--- config.mk ---
export PLATFORM = sky130hd
export DESIGN_NAME = hour_timer_log
export DESIGN_NICKNAME = d
export VERILOG_FILES = /design/src/rtl/hour_timer_log.sv
export SDC_FILE = /design/constraint.sdc
export NUM_CORES = 1
export LEC_CHECK = 0
export CORE_ASPECT_RATIO = 2
export CORE_MARGIN = 3
export CORE_UTILIZATION = 40
export DETAILED_ROUTE_END_ITERATION = 8
export GPL_TIMING_DRIVEN = 0
export PLACE_DENSITY = 0.55
export SKIP_CTS_REPAIR_TIMING = 1
export SLEW_MARGIN = 5
export SYNTH_ARGS = -nofsm -noshare
export SYNTH_HDL_FRONTEND = slang
export SYNTH_SLANG_ARGS = --single-unit
--- constraint.sdc ---
create_clock -name clk -period 2.3 [get_ports clk]
set_input_delay 0.46 -clock clk [delete_from_list [all_inputs] [get_ports clk]]
set_output_delay 0.46 -clock clk [all_outputs]
set_load 0.03 [all_outputs]
--- src/rtl/hour_timer_log.sv ---
// hour_timer_log
//   Work-day timebase and per-hour log storage for the parking system.
//   A cycle counter divides clk into one-second ticks. A second counter
//   divides those into work-hour ticks. The block tracks the current work
//   hour and flags the end of the work day. An 8x16 simple dual-port RAM
//   holds one log word per hour.
//
// Ports
//   clk                 system clock, rising edge
//   reset               asynchronous active-low reset
//   work_day_increment  synchronous start-new-day request (level sampled)
//   work_hour           current work hour, 0..NUM_HOURS-1
//   expired_one_second  one-cycle pulse per elapsed second
//   expired_one_hour    one-cycle pulse per elapsed work hour
//   work_day_expired    level, set once all NUM_HOURS hours have elapsed
//   wr_addr/wr_data/wr_en  RAM write port (synchronous)
//   rd_addr/rd_data        RAM read port (synchronous, 1-cycle latency)
module hour_timer_log #(
  parameter int CNT_1S    = 50_000_000,
  parameter int CNT_HOUR  = 3600,
  parameter int NUM_HOURS = 8
) (
  input  logic        clk,
  input  logic        reset,
  input  logic        work_day_increment,
  output logic [3:0]  work_hour,
  output logic        expired_one_second,
  output logic        expired_one_hour,
  output logic        work_day_expired,
  input  logic [2:0]  wr_addr,
  input  logic [15:0] wr_data,
  input  logic        wr_en,
  input  logic [2:0]  rd_addr,
  output logic [15:0] rd_data
);

  localparam int CYC_W = (CNT_1S > 1) ? $clog2(CNT_1S) : 1;
  localparam int SEC_W = (CNT_HOUR > 1) ? $clog2(CNT_HOUR) : 1;

  localparam logic [CYC_W-1:0] CYC_LAST  = CYC_W'(CNT_1S - 1);
  localparam logic [CYC_W-1:0] CYC_ZERO  = CYC_W'(0);
  localparam logic [CYC_W-1:0] CYC_ONE   = CYC_W'(1);
  localparam logic [SEC_W-1:0] SEC_LAST  = SEC_W'(CNT_HOUR - 1);
  localparam logic [SEC_W-1:0] SEC_ZERO  = SEC_W'(0);
  localparam logic [SEC_W-1:0] SEC_ONE   = SEC_W'(1);
  localparam logic [3:0]       HOUR_LAST = 4'(NUM_HOURS - 1);

  logic [CYC_W-1:0] cyc_cnt_r;
  logic [SEC_W-1:0] sec_cnt_r;
  logic [3:0]       work_hour_r;
  logic             sec_tick_r;
  logic             hour_tick_r;
  logic             day_done_r;
  logic [15:0]      rd_data_r;
  logic [15:0]      mem_r [0:7];

  logic [CYC_W-1:0] cyc_next_s;
  logic [SEC_W-1:0] sec_next_s;
  logic [3:0]       hour_next_s;
  logic             day_next_s;
  logic             sec_wrap_s;
  logic             hour_wrap_s;
  logic             sec_tick_next_s;
  logic             hour_tick_next_s;

  // Next-state logic for the cycle/second/hour counters and the tick pulses.
  always_comb begin
    sec_wrap_s       = (cyc_cnt_r == CYC_LAST);
    // No hour ticks once the day is over; the second counter stays frozen then.
    hour_wrap_s      = sec_wrap_s && !day_done_r && (sec_cnt_r == SEC_LAST);
    cyc_next_s       = cyc_cnt_r;
    sec_next_s       = sec_cnt_r;
    hour_next_s      = work_hour_r;
    day_next_s       = day_done_r;
    sec_tick_next_s  = 1'b0;
    hour_tick_next_s = 1'b0;

    if (work_day_increment) begin
      // A new-day request wins over any tick or expiry on the same edge.
      cyc_next_s       = CYC_ZERO;
      sec_next_s       = SEC_ZERO;
      hour_next_s      = 4'd0;
      day_next_s       = 1'b0;
      sec_tick_next_s  = 1'b0;
      hour_tick_next_s = 1'b0;
    end else begin
      sec_tick_next_s  = sec_wrap_s;
      hour_tick_next_s = hour_wrap_s;

      if (sec_wrap_s) begin
        cyc_next_s = CYC_ZERO;
      end else begin
        cyc_next_s = cyc_cnt_r + CYC_ONE;
      end

      if (day_done_r) begin
        sec_next_s = SEC_ZERO;
      end else if (sec_wrap_s) begin
        if (sec_cnt_r == SEC_LAST) begin
          sec_next_s = SEC_ZERO;
        end else begin
          sec_next_s = sec_cnt_r + SEC_ONE;
        end
      end else begin
        sec_next_s = sec_cnt_r;
      end

      // work_hour advances the edge after the hour pulse, so consumers
      // sampling on the pulse still see the hour that just completed.
      if (hour_tick_r) begin
        if (work_hour_r == HOUR_LAST) begin
          hour_next_s = work_hour_r;
          day_next_s  = 1'b1;
        end else begin
          hour_next_s = work_hour_r + 4'd1;
          day_next_s  = day_done_r;
        end
      end else begin
        hour_next_s = work_hour_r;
        day_next_s  = day_done_r;
      end
    end
  end

  // Timebase state registers.
  always_ff @(posedge clk or negedge reset) begin
    if (!reset) begin
      cyc_cnt_r   <= CYC_ZERO;
      sec_cnt_r   <= SEC_ZERO;
      work_hour_r <= 4'd0;
      sec_tick_r  <= 1'b0;
      hour_tick_r <= 1'b0;
      day_done_r  <= 1'b0;
    end else begin
      cyc_cnt_r   <= cyc_next_s;
      sec_cnt_r   <= sec_next_s;
      work_hour_r <= hour_next_s;
      sec_tick_r  <= sec_tick_next_s;
      hour_tick_r <= hour_tick_next_s;
      day_done_r  <= day_next_s;
    end
  end

  // Hour-log RAM write port; contents survive a new-day request.
  always_ff @(posedge clk or negedge reset) begin
    if (!reset) begin
      for (int i = 0; i < 8; i++) begin
        mem_r[i] <= 16'h0000;
      end
    end else if (wr_en) begin
      mem_r[wr_addr] <= wr_data;
    end
  end

  // Hour-log RAM read port; a same-address write returns the old word.
  always_ff @(posedge clk or negedge reset) begin
    if (!reset) begin
      rd_data_r <= 16'h0000;
    end else begin
      rd_data_r <= mem_r[rd_addr];
    end
  end

  assign work_hour          = work_hour_r;
  assign expired_one_second = sec_tick_r;
  assign expired_one_hour   = hour_tick_r;
  assign work_day_expired   = day_done_r;
  assign rd_data            = rd_data_r;

endmodule

==> run metrics, run 1 <==
TritonCTS clock tree=yes; delay-heaviest family, CP=simple AND/OR/NAND/NOR gates; PortBufs=41; clk_lat worst skew=0.43 ns; total of max-cap violations=0; # nets final=680; gr ovfl total=0; Synth Flop Type=dfrtp_1; cell depth of the worst flop-to-flop path=7; Slew HR=0.430; WP buf/inv=2; CP Launch Type=flip-flop; H-tree depth=4; status=finished, violations left; Detail Placement HPWL=about 13 mm; Max Slew Vio Count=0; failing checks=hold timing, setup timing; die area=roughly 23000 um^2; drt first-iter violations=about 240; crit-path max cell delay=approximately 0.55 ns; Routed WL=about 18 mm; final hold violations=12; most frequent cells in the layout=dfrtp_1 (189), mux2_2 (144), clkdlybuf4s50_1 (40); Post-synth ARST share=1.00; core area=20500 um^2; Area Growth Syn to Fin=17.4%; CP Capture Type=flip-flop; initial antenna violation count=0; Pwr Density=around 870 nW/um^2; Placer Congestion=about 0.77; via/cell ratio=roughly 5.4; # clock sinks=around 190; Clk Tree Root Cell=clkbuf_16; worst vdd ir=a little under 0.0005 V; Setup Skew=between 0.008 and 0.009 ns; Power Total=between 8000 and 9000 uW; DRT met1 WL=6.85 mm; wire length per cell after detailed routing=roughly 20 um; Fillers=~1800; die height=between 200 and 250 um; synthesized net count=approximately 600; Max FO, Critical Path=5; most common cell after layout, fill and taps aside=dfrtp_1; critical path class=flip-flop to flip-flop; Initial DRT Pass Iterations=4; critical-path cell list=or4b_4, nor4_4, buf_4, a21oi_4, buf_6, or4_1, a21oi_1; Total GRT Usage=0.171; Post-Layout Cell Count=929; Yosys Warn Count=0; first-pass GRT wire length=approximately 30 mm; critical path required time=between 2 and 3 ns; placed inst area=9120 um^2; reg-to-reg startpoint=cyc_cnt_r[7]; I/O pin cnt=49; highest routed layer=met4; num rows=74; deepest clock path buffer count=2; WL met2=a little over 10 mm; vias in the first global route=5489; Crit path arrival time=2.77 ns; RSZ-0062 raised after global routing=true; worst hold margin=-0.0237 ns; # diodes=0; share of layout cells above drive strength 1=0.357; Num CTS Buffers=17; reg-to-reg endpoint=sec_cnt_r[9]; dpl cells=891; f_max=around 400 MHz; residual DRC count=0; Worst Slack Setup Final=-0.128 ns; Leak=roughly 0.0041 uW; Worst-Margin Slew=approximately 0.86 ns; remaining antenna violation count=0; final instance area=just under 10000 um^2; clock transition at the registers of the reported paths=around 0.07 ns; number of synthesized flops with an enable pin=0; Die Wd=approximately 110 um; Synth cell types=36; Mapped Area=8340 um^2; Slowest-stage cell, CP=or4b_4; Synth Register Bits=189; Final setup viols=5; Met3 Routed Length=506 um; Tmin final=between 2 and 2.5 ns; Seq/Total Area, Yosys=0.567; Vias=between 5000 and 6000; Avg Inst Size Synth=around 14 um^2; post-synthesis instance total=between 500 and 600; Layout Utilization=0.479; Reg2Reg Setup Slack=-0.13 ns; Final Cycle Share=1.06; Hold WC Path Type=primary input to asynchronous set/reset pin; initial core utilization=0.408; pin count of the biggest net entering global routing=about 120
-- routing by layer --
metal,GRT usage,vias up
met5,0,-
li1,-,2263
met1,0.181,2652
met2,0.321,82
met3,0.0310,22
met4,0.0798,0
-- worst max-delay path by stage --
stage	slack, ns	to	cells after the start	start
floorplan	0.20	mem_r[101]	5	wr_en
global placement	-6.83	mem_r[102]	1	reset
detailed placement	-0.73	mem_r[102]	5	wr_en
CTS	-0.27	mem_r[102]	5	wr_en
global route	-0.20	sec_cnt_r[9]	7	cyc_cnt_r[7]
finish	-0.13	sec_cnt_r[9]	7	cyc_cnt_r[7]
-- state kept, by name (all words and copies together), names as in the netlist --
name,cells
cyc_cnt_r,26
expired_one_hour,1
expired_one_second,1
mem_r,128
rd_data,16
sec_cnt_r,12
work_day_expired,1
work_hour,4
-- worst reg2reg max path, delay by kind of cell, from the launching register on --
kind / cells / cell delay (ns)
buffers and inverters: 2 / 0.33
AND/OR/NAND/NOR: 3 / 1.43
flip-flops: 1 / 0.38
AO/OA/AOI/OAI: 2 / 0.20
-- Yosys cell counts, types with 2 or more instances --
master,n,area (um^2)
buf_2,7,35.0
a21oi_1,15,75.1
dfrtp_1,189,4730
nand2_1,18,67.6
nand4b_1,4,35.0
nor3_1,4,20.0
and2_1,2,12.5
o21ai_0,8,40.0
or4_1,4,30.0
nand3_1,17,85.1
o31ai_1,3,22.5
and4_1,3,26.3
inv_1,4,15.0
or3_1,9,56.3
xnor2_1,5,43.8
xor2_1,21,184
nand2b_1,3,18.8
mux4_2,32,721
nor2_1,34,128
nand4_1,12,75.1
ha_1,3,37.5
and3_1,7,43.8
nor3b_2,2,25.0
mux2_2,144,1620
clkbuf_1,20,75.1
or2_2,2,12.5
nor4b_1,2,17.5
-- cell families after synthesis --
group | count (synthesis) | synth area share
AND/OR/NAND/NOR | 129 | 0.0862
AO/OA/AOI/OAI | 27 | 0.0175
buffers and inverters | 33 | 0.0168
XOR/XNOR | 26 | 0.0273
flip-flops | 189 | 0.567
multiplexers | 176 | 0.281
adder cells (fa/ha/maj) | 3 | 0.00450
-- layout make-up --
type | count | area [um^2] | area share
flip-flops and latches | 189 | 4730 | 0.483
multi-input cells | 361 | 3510 | 0.358
clock buffers | 25 | 505 | 0.0516
repair buffers | 50 | 500 | 0.0511
well taps | 266 | 333 | 0.0340
plain buffers | 28 | 126 | 0.0129
clock inverters | 6 | 82.6 | 0.00843
inverters | 4 | 15.0 | 0.00153
-- power by group --
group / internal, uW / switching, uW
Sequential: 3910 / 258
Combinational: 849 / 618
Clock: 1740 / 1190
-- stage by stage --
step                worst slack (ns)  TNS [ns]
floorplan                      0.204         0
global placement               -6.83  -1313.09
detailed placement            -0.726    -29.08
CTS                           -0.272     -7.15
global route                  -0.199    -0.958
finish                        -0.128    -0.328
Note: power is estimated with default switching activity, not from simulation.
==> run 2, diff against run 1 <==
--- a/config.mk
+++ b/config.mk
@@ -10,7 +10,6 @@
 export CORE_UTILIZATION = 40
 export DETAILED_ROUTE_END_ITERATION = 8
 export GPL_TIMING_DRIVEN = 0
-export PLACE_DENSITY = 0.55
 export SKIP_CTS_REPAIR_TIMING = 1
 export SLEW_MARGIN = 5
 export SYNTH_ARGS = -nofsm -noshare
==> run metrics, run 2 (synthesized netlist as in run 1, its figures left out) <==
Crit path arrival time=2.70 ns (-0.07 ns); Placer Congestion=0.807 (+4.8%); gr ovfl total=0 (unchanged); vias in the first global route=5594 (+1.9%); num rows=74 (unchanged); pin count of the biggest net entering global routing=117 (-4.1%); Layout Utilization=0.480 (+0.00116); remaining antenna violation count=0 (unchanged); Fillers=1795 (+0.45%); worst hold margin=-0.0188 ns (+0.00489 ns); Hold WC Path Type=primary input to asynchronous set/reset pin; critical-path cell list=or4b_4, nor4_4, a21oi_2, buf_6, or4_4, a21oi_2; critical path class=flip-flop to flip-flop; # clock sinks=189 (unchanged); Clk Tree Root Cell=clkbuf_16; Reg2Reg Setup Slack=-0.03 ns (+0.09 ns); worst vdd ir=0.000519 V (+5.9%); core area=20500 um^2 (unchanged); Worst Slack Setup Final=-0.0337 ns (+0.0944 ns); Final Cycle Share=1.01 (-0.0410); Final setup viols=5 (unchanged); die height=210 um (unchanged); Num CTS Buffers=17 (unchanged); f_max=429 MHz (+4.0%); critical path required time=2.67 ns (+0.03 ns); reg-to-reg startpoint=cyc_cnt_r[10]; Detail Placement HPWL=13.2 mm (+3.4%); I/O pin cnt=49 (unchanged); status=finished, violations left; Slew HR=0.374 (-0.0556); via/cell ratio=5.45 (+0.93%); Total GRT Usage=0.175 (+0.00351); most frequent cells in the layout=dfrtp_1 (189), mux2_2 (144), clkdlybuf4s50_1 (40); Max Slew Vio Count=0 (unchanged); most frequent CP cell=a21oi_2; most common cell after layout, fill and taps aside=dfrtp_1; Leak=0.00408 uW (about the same); initial antenna violation count=0 (unchanged); Area Growth Syn to Fin=17.7%; area of the multi-input gates=3530 um^2 (+0.68%); # diodes=0 (unchanged); initial core utilization=0.408 (unchanged); # nets final=677 (-0.44%); residual DRC count=0 (unchanged); crit-path max cell delay=0.56 ns (about the same); Max FO, Critical Path=9 (+4); cell depth of the worst flop-to-flop path=6 (-1); clk_lat worst skew=0.44 ns (about the same); FF+latch area=4730 um^2 (unchanged); Initial DRT Pass Iterations=4 (unchanged); deepest clock path buffer count=2 (unchanged); Post-Layout Cell Count=927 (-0.22%); Vias=5055 (+0.72%); reg-to-reg endpoint=sec_cnt_r[9]; crit path to=sec_cnt_r[9]; failing checks=hold timing, setup timing; H-tree depth=4 (unchanged); wire length per cell after detailed routing=20.2 um (+2.8%); CP Launch Type=flip-flop; Setup Skew=0.00832 ns (-0.000610 ns); Total Negative Setup Slacks=-0.129 ns (+0.199 ns); Largest Register=mem_r; final hold violations=13 (+1); RSZ-0062 raised after global routing=true; PortBufs=41 (unchanged); dpl cells=891 (unchanged); Routed WL=18.8 mm (+2.6%); Slowest-stage cell, CP=or4b_4; TritonCTS clock tree=yes; Tmin final=2.33 ns (-0.0944 ns); max reg flops=128 (unchanged); die area=22700 um^2 (unchanged); Pwr Density=887 nW/um^2 (+1.5%); crit path from=cyc_cnt_r[10]; clock transition at the registers of the reported paths=0.06 ns (about the same); drt first-iter violations=239 (+0.42%); Setup WS pre-CTS=-0.717 ns (+0.00975 ns); total of max-cap violations=0 (unchanged); first-pass GRT wire length=29.7 mm (+0.35%); CP Capture Type=flip-flop; Die Wd=108 um (unchanged); share of layout cells above drive strength 1=0.365 (+0.00713); Worst-Margin Slew=0.939 ns (+0.0834 ns)
## run 2: critical path: cells and delay by family, from the launching register on
| family | cells | cell delay, ns |
|---|---|---|
| flops | 1 | 0.42 |
| compound gates | 2 | 0.26 |
| simple gates | 3 | 1.45 |
| buf+inv | 1 | 0.15 |
## run 2: worst min-delay path by stage
stage | cells past startpoint | to | start
detailed placement | 1 | mem_r[35] | reset
global placement | 1 | cyc_cnt_r[0] | cyc_cnt_r[0]
CTS | 1 | mem_r[63] | reset
global route | 1 | mem_r[35] | reset
floorplan | 0 | cyc_cnt_r[0] | reset
finish | 1 | mem_r[35] | reset
## run 2: per-stage QoR
stage                     total power, uW  cell area [um^2]
after floorplan                      5160              8340
after global placement               5630              9090
after detailed placement             5740              9120
after CTS                            8830              9730
after global routing                 9110              9820
final                                8710              9820
## run 2: report_power, final
group          switching, uW  total, uW  internal [uW]
clock                   1230       3050           1820
sequential               273       4180           3910
combinational            627       1480            850
total                   2130       8710           6580
## run 2: cell type report
cell class | instances | area share
flip-flops and latches | 189 | 0.482
multi-input cells | 361 | 0.359
repair buffers | 47 | 0.0489
clock buffers | 22 | 0.0452
well taps | 266 | 0.0339
clock inverters | 10 | 0.0166
plain buffers | 28 | 0.0130
inverters | 4 | 0.00153
## run 2: per-layer routing
layer	track usage	vias to the layer above	part of all wire
met5	0	-	0
met4	0.0750	0	0.030
met3	0.0408	32	0.029
met2	0.330	103	0.58
met1	0.179	2667	0.36
li1	-	2253	-
==> run 3, diff against run 2 <==
--- a/config.mk
+++ b/config.mk
@@ -10,7 +10,6 @@
 export CORE_UTILIZATION = 40
 export DETAILED_ROUTE_END_ITERATION = 8
 export GPL_TIMING_DRIVEN = 0
-export SKIP_CTS_REPAIR_TIMING = 1
 export SLEW_MARGIN = 5
 export SYNTH_ARGS = -nofsm -noshare
 export SYNTH_HDL_FRONTEND = slang
==> run metrics, run 3 (synthesized netlist as in run 1, its figures left out) <==
status=finished, violations left; failing checks=setup timing; clk_lat worst skew=0.44 ns (about the same); Total GRT Usage=0.175 (+0.000386); cell depth of the worst flop-to-flop path=7 (+1); Leak=0.00408 uW (about the same); worst vdd ir=0.000519 V (about the same); Hold WC Path Type=primary input to flip-flop; pin count of the biggest net entering global routing=117 (unchanged); vias in the first global route=5624 (+0.54%); H-tree depth=4 (unchanged); Detail Placement HPWL=13.2 mm (unchanged); clock share of power=0.351 (about the same); CP Launch Type=flip-flop; f_max=428 MHz (-0.16%); total of max-cap violations=0 (unchanged); die area=22700 um^2 (unchanged); Num CTS Buffers=17 (unchanged); PortBufs=41 (unchanged); Worst-Margin Slew=0.929 ns (-0.00941 ns); Die Wd=108 um (unchanged); num rows=74 (unchanged); Clk Tree Root Cell=clkbuf_16; Power Total=8710 uW (about the same); RSZ-0062 raised after global routing=true; via/cell ratio=5.45 (about the same); Slew HR=0.380 (+0.00628); initial antenna violation count=0 (unchanged); Tmin final=2.34 ns (+0.00370 ns); drt first-iter violations=212 (-11%); Reg2Reg Setup Slack=-0.04 ns (about the same); Comb power frac=0.170 (about the same); most frequent cells in the layout=dfrtp_1 (189), mux2_2 (144), clkdlybuf4s50_1 (40); CP Capture Type=flip-flop; # clock sinks=189 (unchanged); critical path required time=2.66 ns (about the same); share of layout cells above drive strength 1=0.363 (-0.00151); initial core utilization=0.408 (unchanged); Placer Congestion=0.807 (unchanged); Pwr Density=886 nW/um^2 (about the same); I/O pin cnt=49 (unchanged); critical path class=flip-flop to flip-flop; reg-to-reg startpoint=cyc_cnt_r[10]; Initial DRT Pass Iterations=4 (unchanged); Final setup viols=4 (-1); # nets final=677 (unchanged); wire length per cell after detailed routing=20.2 um (-0.11%); Fillers=1798 (+0.17%); Vias=5052 (-0.059%); clock transition at the registers of the reported paths=0.07 ns (about the same); deepest clock path buffer count=2 (unchanged); switching power=2140 uW (about the same); residual DRC count=0 (unchanged); max reg flops=128 (unchanged); first-pass GRT wire length=29.8 mm (+0.26%); Max Slew Vio Count=0 (unchanged); Final Cycle Share=1.02 (+0.00161); Area Growth Syn to Fin=17.9%; final hold violations=0 (-13); Routed WL=18.7 mm (-0.11%); switching fraction of total power=0.245 (about the same); Setup Skew=0.00812 ns (-0.000200 ns); hold_sp=work_day_increment; most common cell after layout, fill and taps aside=dfrtp_1; TritonCTS clock tree=yes; internal power=6580 uW (about the same); final instance area=9830 um^2 (+0.13%); core area=20500 um^2 (unchanged); placed inst area=9120 um^2 (unchanged); reg-to-reg endpoint=sec_cnt_r[8]; gr ovfl total=0 (unchanged); Post-Layout Cell Count=927 (unchanged); Hold Path Depth=2; dpl cells=891 (unchanged); remaining antenna violation count=0 (unchanged); die height=210 um (unchanged); Max FO, Critical Path=5 (-4); Hold EP=expired_one_second; Largest Register=mem_r; share of power burned in registers=0.479 (about the same); Crit path arrival time=2.70 ns (about the same); Worst Slack Setup Final=-0.0374 ns (-0.00370 ns); # diodes=0 (unchanged)
run 3: changes by cell type in the layout (fill, tap and decap cells not counted), sizes merged:
cell	delta
dlygate4sd3	+1
buf	-1
run 3: what timing repair did:
action,CTS,global route
pin swaps,0,17
resized for setup,3,17
endpoints found under the setup margin,30,39
hold buffers,1,0
gates cloned,0,1
buffers inserted,0,4
hold endpoints to repair,3,0
run 3: per-layer routing:
metal	global-route usage	wire, um
met1	0.179	6770
met3	0.0408	536
met4	0.0750	597
met5	0	0
met2	0.331	10800
run 3: area by class of cell:
class | instances | area, um^2 | share of cell area
buffer | 27 | 125 | 0.0127
clock buffer | 22 | 444 | 0.0452
clock inverter | 10 | 163 | 0.0165
inverter | 4 | 15.0 | 0.00153
multi-input combinational | 361 | 3530 | 0.359
sequential | 189 | 4730 | 0.481
tap | 266 | 333 | 0.0338
timing repair buffer | 48 | 494 | 0.0503
run 3: worst max-delay path by stage:
stage | start | end | depth (start not counted)
floorplan | wr_en | mem_r[101] | 5
global placement | reset | mem_r[74] | 1
detailed placement | wr_en | mem_r[106] | 5
CTS | cyc_cnt_r[0] | cyc_cnt_r[24] | 8
global route | cyc_cnt_r[10] | sec_cnt_r[7] | 6
finish | cyc_cnt_r[10] | sec_cnt_r[8] | 7
run 3: power by group through the flow:
stage / clock, uW / combinational (uW) / sequential (uW)
after floorplan: 0 / 845 / 4310
after global placement: 0 / 1440 / 4190
after detailed placement: 0 / 1500 / 4240
after CTS: 3150 / 1510 / 4180
after global routing: 3280 / 1590 / 4240
final: 3060 / 1480 / 4180
run 3: through the flow:
| step | util | setup TNS [ns] | hold slack, ns | worst slack [ns] |
|---|---|---|---|---|
| floorplan | - | 0 | 0.164 | 0.204 |
| global placement | 0.444 | -1264.64 | 0.472 | -6.59 |
| detailed placement | 0.446 | -28.29 | 0.475 | -0.717 |
| CTS | 0.476 | 0 | 0.426 | 0.00316 |
| global route | 0.481 | -0.641 | 0.455 | -0.106 |
| finish | 0.481 | -0.106 | 0.439 | -0.0374 |
run 3: critical path: stages, from the launching register on:
cell,delay (ns)
dfrtp_1,0.42
or4b_4,0.56
nor4_4,0.39
a21oi_2,0.14
buf_6,0.15
buf_4,0.12
or3_1,0.36
a21oi_2,0.12
